[src/rtl/sram_arb_pkg.sv]
// sram_arb_pkg: shared types and default widths for the SRAM arbiter
package sram_arb_pkg;

    localparam int ADDR_W_DEF = 19;
    localparam int DATA_W_DEF = 16;

    typedef enum logic [1:0] {
        IDLE  = 2'b00,
        READ  = 2'b01,
        WRITE = 2'b10
    } state_t;

    typedef enum logic [1:0] {
        GNT_NONE = 2'b00,
        GNT_RD   = 2'b01,
        GNT_WR   = 2'b10
    } gnt_t;

endpackage

[src/rtl/sram_arb_pick.sv]
// sram_arb_pick: combinational grant policy for the SRAM arbiter
//   rd_req, wr_req : pending requests
//   rd_streak      : consecutive read grants (fixed-priority mode)
//   last_grant     : 1 = last grant was a write (round-robin mode)
//   gnt            : selected grant
//   Macro SRAM_ARB_RR_EN selects strict alternation instead of read
//   priority with a starvation guard.
module sram_arb_pick
    import sram_arb_pkg::*;
#(
    parameter int STK_W         = 4,
    parameter int MAX_RD_STREAK = 8
) (
    input  logic             rd_req,
    input  logic             wr_req,
    input  logic [STK_W-1:0] rd_streak,
    input  logic             last_grant,
    output gnt_t             gnt
);

`ifdef SRAM_ARB_RR_EN
    logic unused_streak;
    assign unused_streak = ^{rd_streak, STK_W'(MAX_RD_STREAK)};

    always_comb
        gnt = (rd_req && wr_req) ? (last_grant ? GNT_RD : GNT_WR) :
              rd_req             ? GNT_RD :
              wr_req             ? GNT_WR : GNT_NONE;
`else
    logic unused_last;
    assign unused_last = last_grant;

    // A saturated read streak hands the slot to a waiting writer.
    always_comb
        gnt = (wr_req && rd_streak == STK_W'(MAX_RD_STREAK)) ? GNT_WR :
              rd_req                                        ? GNT_RD :
              wr_req                                        ? GNT_WR : GNT_NONE;
`endif

endmodule

[src/rtl/sram_arbiter.sv]
// sram_arbiter: shares one single-port SRAM controller between a display reader and a writer
//   clk, rst (sync, active-high)
//   rd_req/rd_addr -> rd_gnt, rd_valid, rd_data   : display read port
//   wr_req/wr_addr/wr_data -> wr_gnt, wr_done     : write port
//   mem_rd_req/mem_wr_req/mem_addr/mem_wdata/mem_rdata : controller side
//   busy : high while an access is in flight
//   Macro SRAM_ARB_RR_EN (in sram_arb_pick) switches to round-robin arbitration.
module sram_arbiter
    import sram_arb_pkg::*;
#(
    parameter int ADDR_W        = ADDR_W_DEF,
    parameter int DATA_W        = DATA_W_DEF,
    parameter int ACC_CYCLES    = 2,
    parameter int MAX_RD_STREAK = 8
) (
    input  logic              clk,
    input  logic              rst,
    input  logic              rd_req,
    input  logic [ADDR_W-1:0] rd_addr,
    output logic              rd_gnt,
    output logic              rd_valid,
    output logic [DATA_W-1:0] rd_data,
    input  logic              wr_req,
    input  logic [ADDR_W-1:0] wr_addr,
    input  logic [DATA_W-1:0] wr_data,
    output logic              wr_gnt,
    output logic              wr_done,
    output logic              mem_rd_req,
    output logic              mem_wr_req,
    output logic [ADDR_W-1:0] mem_addr,
    output logic [DATA_W-1:0] mem_wdata,
    input  logic [DATA_W-1:0] mem_rdata,
    output logic              busy
);

    localparam int CNT_W = $clog2(ACC_CYCLES + 1);
    localparam int STK_W = $clog2(MAX_RD_STREAK + 1);

    state_t            state, state_d;
    gnt_t              gnt;
    logic [CNT_W-1:0]  cnt, cnt_d;
    logic [STK_W-1:0]  rd_streak, rd_streak_d;
    logic              last_grant, last_grant_d;
    logic              rd_gnt_d, rd_valid_d, wr_gnt_d, wr_done_d;
    logic              mem_rd_req_d, mem_wr_req_d, busy_d;
    logic [DATA_W-1:0] rd_data_d, mem_wdata_d;
    logic [ADDR_W-1:0] mem_addr_d;

    sram_arb_pick #(
        .STK_W        (STK_W),
        .MAX_RD_STREAK(MAX_RD_STREAK)
    ) u_pick (
        .rd_req    (rd_req),
        .wr_req    (wr_req),
        .rd_streak (rd_streak),
        .last_grant(last_grant),
        .gnt       (gnt)
    );

    // Outputs are computed one cycle ahead and registered, so cnt counts
    // remaining access cycles: 0 marks the last cycle of mem_*_req.
    always_comb begin
        state_d      = state;
        cnt_d        = cnt;
        rd_streak_d  = rd_streak;
        last_grant_d = last_grant;
        rd_gnt_d     = 1'b0;
        rd_valid_d   = 1'b0;
        wr_gnt_d     = 1'b0;
        wr_done_d    = 1'b0;
        rd_data_d    = rd_data;
        mem_rd_req_d = mem_rd_req;
        mem_wr_req_d = mem_wr_req;
        mem_addr_d   = mem_addr;
        mem_wdata_d  = mem_wdata;
        case (state)
            IDLE: begin
                if (!rd_req)
                    rd_streak_d = '0;
                if (gnt == GNT_RD) begin
                    state_d      = READ;
                    cnt_d        = CNT_W'(ACC_CYCLES - 1);
                    rd_gnt_d     = 1'b1;
                    mem_rd_req_d = 1'b1;
                    mem_addr_d   = rd_addr;
                    rd_streak_d  = (rd_streak == STK_W'(MAX_RD_STREAK)) ? rd_streak : rd_streak + 1'b1;
                    last_grant_d = 1'b0;
                end else if (gnt == GNT_WR) begin
                    state_d      = WRITE;
                    cnt_d        = CNT_W'(ACC_CYCLES - 1);
                    wr_gnt_d     = 1'b1;
                    mem_wr_req_d = 1'b1;
                    mem_addr_d   = wr_addr;
                    mem_wdata_d  = wr_data;
                    rd_streak_d  = '0;
                    last_grant_d = 1'b1;
                end
            end
            READ, WRITE: begin
                if (cnt == '0) begin
                    state_d      = IDLE;
                    mem_rd_req_d = 1'b0;
                    mem_wr_req_d = 1'b0;
                    rd_valid_d   = (state == READ);
                    wr_done_d    = (state == WRITE);
                    rd_data_d    = (state == READ) ? mem_rdata : rd_data;
                end else begin
                    cnt_d = cnt - 1'b1;
                end
            end
            default: state_d = IDLE;
        endcase
        busy_d = (state_d != IDLE);
    end

    always_ff @(posedge clk) begin
        if (rst) begin
            state      <= IDLE;
            cnt        <= '0;
            rd_streak  <= '0;
            last_grant <= 1'b1;
            rd_gnt     <= 1'b0;
            rd_valid   <= 1'b0;
            rd_data    <= '0;
            wr_gnt     <= 1'b0;
            wr_done    <= 1'b0;
            mem_rd_req <= 1'b0;
            mem_wr_req <= 1'b0;
            mem_addr   <= '0;
            mem_wdata  <= '0;
            busy       <= 1'b0;
        end else begin
            state      <= state_d;
            cnt        <= cnt_d;
            rd_streak  <= rd_streak_d;
            last_grant <= last_grant_d;
            rd_gnt     <= rd_gnt_d;
            rd_valid   <= rd_valid_d;
            rd_data    <= rd_data_d;
            wr_gnt     <= wr_gnt_d;
            wr_done    <= wr_done_d;
            mem_rd_req <= mem_rd_req_d;
            mem_wr_req <= mem_wr_req_d;
            mem_addr   <= mem_addr_d;
            mem_wdata  <= mem_wdata_d;
            busy       <= busy_d;
        end
    end

endmodule

[config.mk]
export PLATFORM = sky130hd
export DESIGN_NAME = sram_arbiter
export DESIGN_NICKNAME = d
export VERILOG_FILES = /design/src/rtl/sram_arb_pkg.sv /design/src/rtl/sram_arb_pick.sv /design/src/rtl/sram_arbiter.sv
export SDC_FILE = /design/constraint.sdc
export NUM_CORES = 1
export LEC_CHECK = 0
export CAP_MARGIN = 20
export CORE_MARGIN = 10
export CORE_UTILIZATION = 32
export CTS_CLUSTER_SIZE = 10
export DETAILED_ROUTE_END_ITERATION = 16
export PLACE_DENSITY = 0.71
export SKIP_LAST_GASP = 1
export SLEW_MARGIN = 25
export SYNTH_ARGS = -nofsm -noshare
export SYNTH_HDL_FRONTEND = slang
export SYNTH_SLANG_ARGS = --single-unit
[constraint.sdc]
create_clock -name clk -period 1.7 [get_ports clk]
set_input_delay 0.255 -clock clk [delete_from_list [all_inputs] [get_ports clk]]
set_output_delay 0.255 -clock clk [all_outputs]
set_load 0.05 [all_outputs]
==> impl_metrics.py <==
metrics = {
    "die": {
        "start_util_pct": 32.5,
        "floorplan.die.height_um": 114,
        "die_w_um": 114,
        "ioPinCount": 132,
        "num_rows": 34,
        "die_area_mm2": 0.0129,
        "core_mm2": 0.00864,
    },
    "setup_path": {
        "r2r_start": "state[1]",
        "worst-path-max-fanout": 7,
        "end_kind": "flip-flop",
        "rrSetupSlack_ps": 140,
        "cpMaxStageDelayCell": "dfxtp_1",
        "crit_chain": "inv_1, ha_2, nor2b_1, a221o_1, a22oi_1, nor2_1",
        "r2r-end": "cnt[1]",
        "criticalPathCategory": "reg -> reg",
        "cp_data_arrival_time_ps": 1780,
        "r2r_cells": 6,
        "start_kind": "flip-flop",
        "max_stage_delay_ps": 380,
        "crit_required_ps": 1920,
    },
    "pwr": {
        "peakVddDrop_mv": 0.427,
        "p_leak_nw": 1.80,
        "powerDensity_mw_per_mm2": 1050,
    },
    "flow_run": {
        "drv_cap": 0,
    },
    "synth": {
        "ys.flop_type": "dfxtp_1",
        "yosys-top-cells-count": "nand2_1 (73), dfxtp_1 (66), nor2_1 (41), a21oi_1 (22), mux2i_1 (16)",
        "synthTopCellsByArea": "dfxtp_1 (47%), nand2_1 (9.8%), a311oi_2 (5.9%)",
        "yosysUniqueCellTypes": 40,
        "synth_seq_area_share_pct": 47.1,
        "ys_ff_latch": 66,
        "synth_edf_count": 0,
        "synth_area_mm2": 0.00280,
        "netlist_instances": 310,
        "synth_nets": 391,
        "yosysMostFrequentCell": "nand2_1",
        "synth_top_area_share_pct": 47.1,
        "postSynthAreaPerCell_um2": 9.04,
        "ys_warn_count": 0,
        "synth_largest_area_cell": "dfxtp_1",
        "async_flop_share_pct": 0,
    },
    "routing": {
        "viasPerCell": 4.74,
        "post_drt_wl_per_cell_um": 15.0,
        "route.detailed.drc": 0,
        "drt-pass1-iter-count": 7,
        "routed_wl_um": 8370,
        "drt-initial-drc-count": 144,
        "antenna_left": 0,
        "vias": 2642,
    },
    "clock_tree": {
        "cts_tree": "built",
        "cts_num_sinks": 66,
        "clk_latency_ps": 340,
        "clk_path_buf_depth": 2,
        "cts_buffers": 9,
        "ctsRootBufferMaster": "clkbuf_8",
        "hold_buffers": 0,
        "cts-htree-levels": 3,
        "clkTransAtPathRegs_ps": 70,
    },
    "timing": {
        "slew_headroom_pct": 61.0,
        "setup_tns_ps": 0,
        "min_period_over_period_pct": 91.7,
        "worst_pin_slew_ps": 585,
        "fin_crit_ps": 1560,
        "finalMaxSlewViolations": 0,
        "setup_violations": 0,
        "fmax_mhz": 642,
        "finClkSkew_ps": 9.65,
        "finalHoldViolCount": 0,
        "rsz0062_at_grt": "no",
    },
    "cells_and_area": {
        "drive_gt1_share_pct": 24.5,
        "fin_nets": 525,
        "antenna_cells": 0,
        "final_core_util_pct": 50.5,
        "synthToLayoutAreaGrowth_pct": 55.6,
        "finish.instance_area_mm2": 0.00436,
    },
    "global_route": {
        "grt_max_degree": 48,
        "grt_antenna_before_repair": 0,
        "grtUsageTotal_pct": 12.3,
        "grt_pass1_wl_um": 13000,
        "grt.overflow.total": 0,
        "grt_pass1_vias": 2672,
    },
    "placed_design": {
        "dp_hpwl_um": 6320,
        "place_congestion": 0.733,
        "io_buffer_count": 131,
        "postPlaceCellArea_mm2": 0.00410,
    },
    "run_status": {
        "status": "completed",
    },
    "min_path": {
        "hold_end": "mem_wdata[9]",
        "hold_start": "rst",
        "hp-class": "in -> reg",
        "whs_path_depth": 2,
    },
}
==> report_power, final <==
part | internal (W) | switching, W
clock network | 0.000862 | 0.000604
logic | 0.000534 | 0.000822
registers | 0.00168 | 0.0000690
total | 0.00307 | 0.00150
==> worst max-delay path by stage <==
stage	start	to	cells past startpoint
6_report	state[1]	cnt[1]	6
5_1_grt	rd_streak[1]	mem_addr[15]	6
4_1_cts	rd_streak[1]	mem_addr[15]	6
3_5_place_dp	wr_req	mem_addr[0]	5
3_3_place_gp	rd_req	rd_streak[3]	4
2_1_floorplan	state[0]	cnt[1]	7
==> placed cells by master, fill, tap and decap left out, types with 10 or more instances in the layout <==
master,netlist,layout
dfxtp_1,66,66
mux2i_1,16,16
a311oi_2,11,12
a21oi_1,22,22
nand2_1,73,73
clkbuf_8,0,10
nor2_1,41,40
clkdlybuf4s50_1,0,72
inv_1,10,10
buf_4,3,66
==> per-stage QoR <==
step           hold slack [ps]  total power [W]  cells  setup WS (ps)
4_1_cts                    302          0.00462    556           34.8
2_1_floorplan              391          0.00263    310            157
3_5_place_dp               449          0.00313    540           -106
6_report                   325          0.00457    557            141
3_3_place_gp               444          0.00311    540          -43.2
5_1_grt                    333          0.00480    557           31.0
==> state kept, by name (all words and copies together) (netlist names) <==
name / flops
rd_streak: 4
state: 2
mem_wdata: 16
mem_wr_req: 1
mem_rd_req: 1
rd_data: 16
cnt: 2
mem_addr: 19
wr_gnt: 1
rd_valid: 1
busy: 1
wr_done: 1
rd_gnt: 1
==> logic make-up (layout without fill, tap and decap cells) <==
logic type,after synthesis,count (layout),synth area share [%]
simple gates,134,135,20.8
flops,66,66,47.1
compound gates,56,56,16.6
buf+inv,31,169,6.60
mux,16,16,5.71
fa+ha+maj,7,7,3.12
==> layer usage <==
metal  vias to the layer above  GRT usage (%)  part of all wire (%)
met1                      1243           12.4                    38
met2                        64           22.7                    54
met4                         0           4.40                   1.3
met5                         -              0                     0
li1                       1325              -                     -
met3                        10           4.46                   6.5
==> area by class of cell <==
| cell class | instances | area [um2] |
|---|---|---|
| sequential | 66 | 1320 |
| fill | 824 | 4270 |
| clock buffer | 11 | 141 |
| timing repair buffer | 143 | 1300 |
| inverter | 10 | 37.5 |
| multi-input combinational | 214 | 1350 |
| clock inverter | 5 | 77.6 |
| tap | 108 | 135 |
==> worst max-delay path, delay by kind of cell (launching register included) <==
| family | cells | cell delay (ps) |
|---|---|---|
| AO/OA/AOI/OAI | 2 | 530 |
| AND/OR/NAND/NOR | 2 | 230 |
| flip-flops | 1 | 380 |
| adder cells (fa/ha/maj) | 1 | 220 |
| buffers and inverters | 1 | 90 |
==> timing repair <==
item / 4_1_cts / 5_1_grt
resized for setup: 0 / 7
setup buffers: 0 / 0
setup endpoints to repair: 0 / 23
(Power assumes the default switching activity.)
